<file path="src/rtl/cla_pipe_addsub_cla_block.sv">
// rtl/cla_pipe_addsub_cla_block.sv - combinational W-bit carry-lookahead block
// Exposes the carry into the top bit so the caller can form signed overflow.
module cla_block #(
  parameter int W = 8
) (
  input  logic [W-1:0] a,
  input  logic [W-1:0] b,
  input  logic         ci,
  output logic [W-1:0] s,
  output logic         co,
  output logic         c_msb
);

  logic [W-1:0] g;
  logic [W-1:0] p;
  logic [W:0]   c;

  assign g = a & b;
  assign p = a ^ b;

  always_comb begin
    c = {{W{1'b0}}, ci};
    for (int i = 0; i < W; i++) begin
      c[i+1] = g[i] | (p[i] & c[i]);
    end
  end

  assign s     = p ^ c[W-1:0];
  assign co    = c[W];
  assign c_msb = c[W-1];

endmodule

</file>
<file path="src/rtl/cla_pipe_addsub.sv">
// rtl/cla_pipe_addsub.sv - pipelined CLA adder/subtractor, one BLK-bit block per stage
// Global stall: every stage shifts together when the output slot is free or being taken.
module cla_pipe_addsub #(
  parameter int N   = 32,
  parameter int BLK = 8
) (
  input  logic         clk,
  input  logic         rst_n,
  input  logic         in_valid,
  output logic         in_ready,
  input  logic [N-1:0] a,
  input  logic [N-1:0] b,
  input  logic         cin,
  input  logic         sub,
  output logic         out_valid,
  input  logic         out_ready,
  output logic [N-1:0] sum,
  output logic         cout,
  output logic         ovf,
  output logic         zero
);

  localparam int STAGES = N / BLK;

  logic advance;

  assign advance  = ~out_valid | out_ready;
  assign in_ready = advance;

  for (genvar k = 0; k < STAGES; k++) begin : g_stage
    localparam int LO = (k + 1) * BLK;

    logic [BLK-1:0] blk_a;
    logic [BLK-1:0] blk_b;
    logic [BLK-1:0] blk_s;
    logic           blk_ci;
    logic           blk_co;
    logic           v_d;
    logic [LO-1:0]  s_d;
    logic [LO-1:0]  s_q;
    logic           co_q;
    logic           v_q;

    // Stage 0 conditions the raw operands; later stages read the previous registers.
    if (k == 0) begin : g_in
      assign blk_a  = a[BLK-1:0];
      assign blk_b  = b[BLK-1:0] ^ {BLK{sub}};
      assign blk_ci = sub | cin;
      assign v_d    = in_valid;
      assign s_d    = blk_s;
    end else begin : g_in
      assign blk_a  = g_stage[k-1].g_fwd.a_q[BLK-1:0];
      assign blk_b  = g_stage[k-1].g_fwd.b_q[BLK-1:0];
      assign blk_ci = g_stage[k-1].co_q;
      assign v_d    = g_stage[k-1].v_q;
      assign s_d    = {blk_s, g_stage[k-1].s_q};
    end

    // Operand bits not yet consumed travel with the transaction.
    if (k < STAGES - 1) begin : g_fwd
      localparam int HI = N - LO;

      logic [HI-1:0] a_d;
      logic [HI-1:0] b_d;
      logic [HI-1:0] a_q;
      logic [HI-1:0] b_q;

      if (k == 0) begin : g_src
        assign a_d = a[N-1:BLK];
        assign b_d = b[N-1:BLK] ^ {HI{sub}};
      end else begin : g_src
        assign a_d = g_stage[k-1].g_fwd.a_q[HI+BLK-1:BLK];
        assign b_d = g_stage[k-1].g_fwd.b_q[HI+BLK-1:BLK];
      end

      always_ff @(posedge clk or negedge rst_n) begin
        if (!rst_n) begin
          a_q <= '0;
          b_q <= '0;
        end else if (advance) begin
          a_q <= a_d;
          b_q <= b_d;
        end
      end
    end

    if (k == STAGES - 1) begin : g_last
      logic blk_cmsb;
      logic ovf_q;
      logic zero_q;

      cla_block #(.W(BLK)) u_blk (
        .a     (blk_a),
        .b     (blk_b),
        .ci    (blk_ci),
        .s     (blk_s),
        .co    (blk_co),
        .c_msb (blk_cmsb)
      );

      always_ff @(posedge clk or negedge rst_n) begin
        if (!rst_n) begin
          ovf_q  <= 1'b0;
          zero_q <= 1'b0;
        end else if (advance) begin
          ovf_q  <= blk_co ^ blk_cmsb;
          zero_q <= (s_d == '0);
        end
      end
    end else begin : g_mid
      cla_block #(.W(BLK)) u_blk (
        .a     (blk_a),
        .b     (blk_b),
        .ci    (blk_ci),
        .s     (blk_s),
        .co    (blk_co),
        .c_msb ()
      );
    end

    always_ff @(posedge clk or negedge rst_n) begin
      if (!rst_n) begin
        s_q  <= '0;
        co_q <= 1'b0;
        v_q  <= 1'b0;
      end else if (advance) begin
        s_q  <= s_d;
        co_q <= blk_co;
        v_q  <= v_d;
      end
    end
  end

  assign sum       = g_stage[STAGES-1].s_q;
  assign cout      = g_stage[STAGES-1].co_q;
  assign out_valid = g_stage[STAGES-1].v_q;
  assign ovf       = g_stage[STAGES-1].g_last.ovf_q;
  assign zero      = g_stage[STAGES-1].g_last.zero_q;

endmodule

</file>
<file path="config.mk">
export PLATFORM = sky130hd
export DESIGN_NAME = cla_pipe_addsub
export DESIGN_NICKNAME = d
export VERILOG_FILES = /design/src/rtl/cla_pipe_addsub_cla_block.sv /design/src/rtl/cla_pipe_addsub.sv
export SDC_FILE = /design/constraint.sdc
export NUM_CORES = 1
export LEC_CHECK = 0
export CORE_MARGIN = 8
export CORE_UTILIZATION = 30
export CTS_BUF_LIST = sky130_fd_sc_hd__clkbuf_4 sky130_fd_sc_hd__clkbuf_8
export CTS_CLUSTER_SIZE = 8
export DETAILED_ROUTE_END_ITERATION = 12
export GPL_ROUTABILITY_DRIVEN = 0
export PLACE_DENSITY = 0.46
export SKIP_CTS_REPAIR_TIMING = 1
export SLEW_MARGIN = 20
export SYNTH_ARGS = -nofsm -noshare
export SYNTH_HDL_FRONTEND = slang
export SYNTH_SLANG_ARGS = --single-unit
</file>
<file path="constraint.sdc">
create_clock -name clk -period 9.3 [get_ports clk]
set_input_delay 1.86 -clock clk [delete_from_list [all_inputs] [get_ports clk]]
set_output_delay 1.86 -clock clk [all_outputs]
set_load 0.01 [all_outputs]
</file>
# [After elaboration in Yosys (flattened, before gate mapping)]
# Cells that the tools add are included.
[word_totals] regBits=186 latchBits=0 mem_bits_rw=0 mem_bits_ro=0 in_bits=70 out_inout_bits=37 n_memories=0
[classes] addsub=0 mul=0 div_mod_pow=0 n_lt_le_gt_ge=0 n_eq_ne=0 n_shift=0 muxes=0 n_bitwise=82 n_reduce_logical=1
[ops] operator="8-bit bitwise XOR" n=9
[ops] operator="1-bit bitwise OR" n=34
[ops] operator="1-bit bitwise AND" n=32
[ops] operator="8-bit bitwise AND" n=4
[ops] operator="32-bit logical NOT" n=1
[ops] operator="24-bit bitwise XOR" n=1
[ops] operator="1-bit inverter" n=1
[ops] operator="1-bit bitwise XOR" n=1

# [Depth between registers and ports, before layout]
[depth] word_depth=18 depth_mapped=14 mapped_depth_nobuf=13

# [Hierarchy]
# A second synthesis with hierarchy kept.
[hier_totals] cells_unflattened=879 area_unflattened_um2=8192.9
[modules_own_cells] mod="cla_pipe_addsub" n_inst=1 cells_each=807 area_each_um2=7402.1
[modules_own_cells] mod="cla_block" n_inst=4 cells_each=18 area_each_um2=197.7

# [Worst setup path before layout]
# No wires, ideal clock.
[synth_path] path_kind="input to register" start="input port sub" end="register g_stage[0].s_q[7]" setup_time_ps=117 arrival_ps=5767 t_required_ps=9183 setup_slack_ps=3416 stages=14 path_cell_list="buf_2 buf_4 xnor2_1 fa_1 fa_1 fa_1 fa_1 fa_1 fa_1 fa_1 inv_1 fa_1 nand2_1 nand2_1"
[synth_between] elab_chain_cells=17 elab_cells_between_ends=19 classes_between="bitwise (19)"
[synth_rtl] item="start: declaration" line_no="cla_pipe_addsub.sv:14" rtl="input logic sub,"
[synth_rtl] item="8-bit bitwise XOR" line_no="cla_pipe_addsub.sv:47" rtl="assign blk_b = b[BLK-1:0] ^ {BLK{sub}};"
[synth_rtl] item="8-bit bitwise XOR" line_no="cla_pipe_addsub_cla_block.sv:19" rtl="assign p = a ^ b;"
[synth_rtl] item="1-bit bitwise AND" line_no="cla_pipe_addsub_cla_block.sv:24" rtl="c[i+1] = g[i] | (p[i] & c[i]);"
[synth_rtl] item="1-bit bitwise OR" line_no="cla_pipe_addsub_cla_block.sv:24"
[synth_rtl] item="1-bit bitwise AND" line_no="cla_pipe_addsub_cla_block.sv:24"
[synth_rtl] item="1-bit bitwise OR" line_no="cla_pipe_addsub_cla_block.sv:24"
[synth_rtl] item="1-bit bitwise AND" line_no="cla_pipe_addsub_cla_block.sv:24"
[synth_rtl] item="1-bit bitwise OR" line_no="cla_pipe_addsub_cla_block.sv:24"
[synth_rtl] item="[2 not listed]"
[synth_rtl] item="1-bit bitwise AND" line_no="cla_pipe_addsub_cla_block.sv:24"
[synth_rtl] item="1-bit bitwise OR" line_no="cla_pipe_addsub_cla_block.sv:24"
[synth_rtl] item="1-bit bitwise AND" line_no="cla_pipe_addsub_cla_block.sv:24"
[synth_rtl] item="1-bit bitwise OR" line_no="cla_pipe_addsub_cla_block.sv:24"
[synth_rtl] item="1-bit bitwise AND" line_no="cla_pipe_addsub_cla_block.sv:24"
[synth_rtl] item="1-bit bitwise OR" line_no="cla_pipe_addsub_cla_block.sv:24"
[synth_rtl] item="8-bit bitwise XOR *" line_no="cla_pipe_addsub_cla_block.sv:28" rtl="assign s = p ^ c[W-1:0];"
[synth_rtl] item="named net g_stage[0].blk_s[7]" line_no="cla_pipe_addsub.sv:35" rtl="logic [BLK-1:0] blk_s;"
[synth_rtl] item="end signal: assignment" line_no="cla_pipe_addsub.sv:123" rtl="s_q <= '0;"
[synth_rtl] item="end signal: assignment" line_no="cla_pipe_addsub.sv:127" rtl="s_q <= s_d;"
[synth_rtl] item="end: declaration" line_no="cla_pipe_addsub.sv:40" rtl="logic [LO-1:0] s_q;"
# Mark *: on every way through the listed nets, which the timed path passes. The rest lies on a longest branch.
# A chain may end at the register's enable or synchronous reset.

# [Worst setup path in the final report]
[layout_path] start="input port out_ready" end="output port in_ready"
[layout_between] elab_chain_cells=1
[layout_rtl] item="start: declaration" line_no="cla_pipe_addsub.sv:16" rtl="input logic out_ready,"
[layout_rtl] item="1-bit bitwise OR" line_no="cla_pipe_addsub.sv:27" rtl="assign advance = ~out_valid | out_ready;"
[layout_rtl] item="end: declaration" line_no="cla_pipe_addsub.sv:10" rtl="output logic in_ready,"
# Every way passes these cells.

==> results_dict.tcl <==
set metrics [dict create \
    ys_ff_latch 186 \
    cap_viol_max_count 0 \
    netlist_instances 842 \
    cp.required_ns 7.44 \
    layout-drive-gt1-share_pct 6.17 \
    tightest_slew_ns 0.946 \
    grt_pass1_wl_um 30300 \
    coreArea_sq_um 26800 \
    clock_latency_ns 0.46 \
    total_power_mw 3.08 \
    antenna_found_initial 0 \
    die-area_sq_um 32700 \
    root_buffer "clkbuf_8" \
    wire_per_inst_um 13.6 \
    synth-seq-area-share_pct 57.1 \
    syn_to_final_growth_pct 19.4 \
    seq_power_share_pct 45.0 \
    critPathArrivalTime_ns 4.25 \
    cts_sinks 186 \
    end_kind "output pin" \
    design_area_sq_um 9730 \
    viasPerCell 4.10 \
    slew_headroom_pct 36.9 \
    max-vdd-ir-drop_v 0.000233 \
    fin_nets 1029 \
    switching_share_pct 38.5 \
    min_from "g_stage[0].g_fwd.a_q[23]" \
    diodes 0 \
    cts_made_buffers 17 \
    start_util_pct 30.4 \
    holdCritPathClass "reg2reg" \
    dp_hpwl_um 11500 \
    track_usage_pct 11.4 \
    die_w_um 181 \
    r2r_start "g_stage[2].g_fwd.a_q[0]" \
    cts_buffer_depth 2 \
    yosysWarnings 0 \
    place_area_sq_um 9350 \
    regArea_sq_um 4650 \
    synth_area_sq_um 8150 \
    finalSetupViolations 0 \
    clock_skew_ns 0.0200 \
    post-route-period-util_pct 65.7 \
    p_int_mw 1.89 \
    drt_wl_total_um 17400 \
    worstSetupStartpointType "input port" \
    status "complete, no violations" \
    io_buffers 106 \
    multi_input_area_sq_um 3040 \
    synth_nets 944 \
    slew_violations 0 \
    synth.distinct_cells 21 \
    path_clk_slew_ns 0.09 \
    critPathLaunch "out_ready" \
    globalRouteOverflowTotal 0 \
    cts_tree "yes" \
    grt_max_degree 180 \
    grt_pass1_vias 5613 \
    p_clk_share_pct 16.9 \
    p_comb_share_pct 38.0 \
    dr.pass1.iters 6 \
    fillers 2747 \
    p_leak_nw 4.67 \
    layout_common_cells "nand2_1, dfrtp_1, clkdlybuf4s50_1, fa_1" \
    hold_viol 0 \
    switchingPower_mw 1.19 \
    vias 5256 \
    critPathKind "in2out" \
    rsz0062_at_grt "false" \
    syn_area_per_cell_sq_um 9.68 \
    fin_crit_ns 6.11 \
    powerDensity_nw_per_um2 317 \
    drc_errors 0 \
    worstPathMaxFanout 179 \
    max_freq_mhz 164 \
    rows 60 \
    setup_tns_ns 0 \
    die-height_um 181 \
    ios 107 \
    drt.antenna.violating_nets 0 \
    layout_commonest_cell "nand2_1" \
    drtIter0Drc 364 \
    fin_util_pct 36.3 \
    htreeDepth 4 \
]
-- cell type report --
| class | instances | area share, % |
|---|---|---|
| multi-input cells | 581 | 31.2 |
| well taps | 341 | 4.39 |
| flip-flops and latches | 186 | 47.9 |
| inverters | 30 | 1.21 |
| clock inverters | 13 | 1.26 |
| repair buffers | 111 | 11.4 |
| clock buffers | 19 | 2.62 |
-- stage by stage --
| stage | setup slack (ns) | cells | hold WS (ns) |
|---|---|---|---|
| global placement | 2.99 | 1249 | 0.444 |
| finish | 3.19 | 1281 | 0.470 |
| CTS | 3.16 | 1281 | 0.477 |
| floorplan | 3.42 | 842 | 0.430 |
| global route | 3.02 | 1281 | 0.492 |
| detailed placement | 3.00 | 1249 | 0.455 |
-- per-layer routing --
metal | part of all wire [%] | track usage, % | routed length (um) | vias up
li1 | - | - | - | 2740
met1 | 56 | 17.2 | 9790 | 2430
met2 | 40 | 15.7 | 6930 | 77
met3 | 3.1 | 2.91 | 543 | 9
met4 | 1.0 | 3.17 | 182 | 0
met5 | 0 | 0 | 0 | -
-- critical path, cell delays in order --
cell	delay (ns)
clkdlybuf4s50_1	0.50
nor2b_4	0.05
buf_12	0.29
inv_6	0.78
clkdlybuf4s50_1	0.69
-- final timing paths --
kind	endpoint	slack [ns]	depth (start not counted)
min in group asynchronous	g_stage[0].g_fwd.a_q[3]	1.42	1
setup reg to reg	zero	5.27	13
setup / recovery	in_ready	3.19	5
max in group asynchronous	g_stage[0].g_fwd.a_q[19]	6.69	2
hold / removal	g_stage[0].g_fwd.a_q[23]	0.47	2
hold reg to reg	g_stage[0].g_fwd.a_q[23]	0.47	2
-- flip-flops by register name, summed over array words and instances, names as in the netlist --
name and cells:
g_stage.v_q 3, sum 32, g_stage.s_q 48, g_stage.co_q 3, zero 1, g_stage.g_fwd.a_q 48, out_valid 1, ovf 1
g_stage.g_fwd.b_q 48, cout 1
-- synthesized netlist by cell type --
master    number  area (sq um)
xnor2_1       29           254
nand2b_1       1          6.26
o41ai_2        1          16.3
a21oi_1        1          5.00
o21ai_1       13          65.1
buf_4          8          60.1
fa_1          32           641
buf_6         16           180
nand2_1      433          1630
a21oi_2       16           140
inv_1         29           109
nor2b_4        1          13.8
clkbuf_1       5          18.8
xor2_1         4          35.0
o21ai_0       22           110
nor4_1         7          43.8
nor2_1        19          71.3
dfrtp_1      186          4650
nand4_1        2          12.5
buf_2         16          80.1
inv_4          1          6.26
-- cell families after synthesis --
kind of cell	share of synthesized area, %
AO/OA/AOI/OAI	4.13
flip-flops	57.1
XOR/XNOR	3.55
buffers and inverters	5.57
adder cells (fa/ha/maj)	7.86
AND/OR/NAND/NOR	21.8
-- power groups by stage --
stage          logic, mW  clock network (mW)  registers, mW
4_1_cts             1.20               0.548           1.40
5_1_grt             1.36               0.584           1.44
2_1_floorplan      0.762                   0           1.39
6_report            1.17               0.522           1.39
3_3_place_gp        1.19                   0           1.40
3_5_place_dp        1.20                   0           1.41
(Power assumes the default switching activity.)
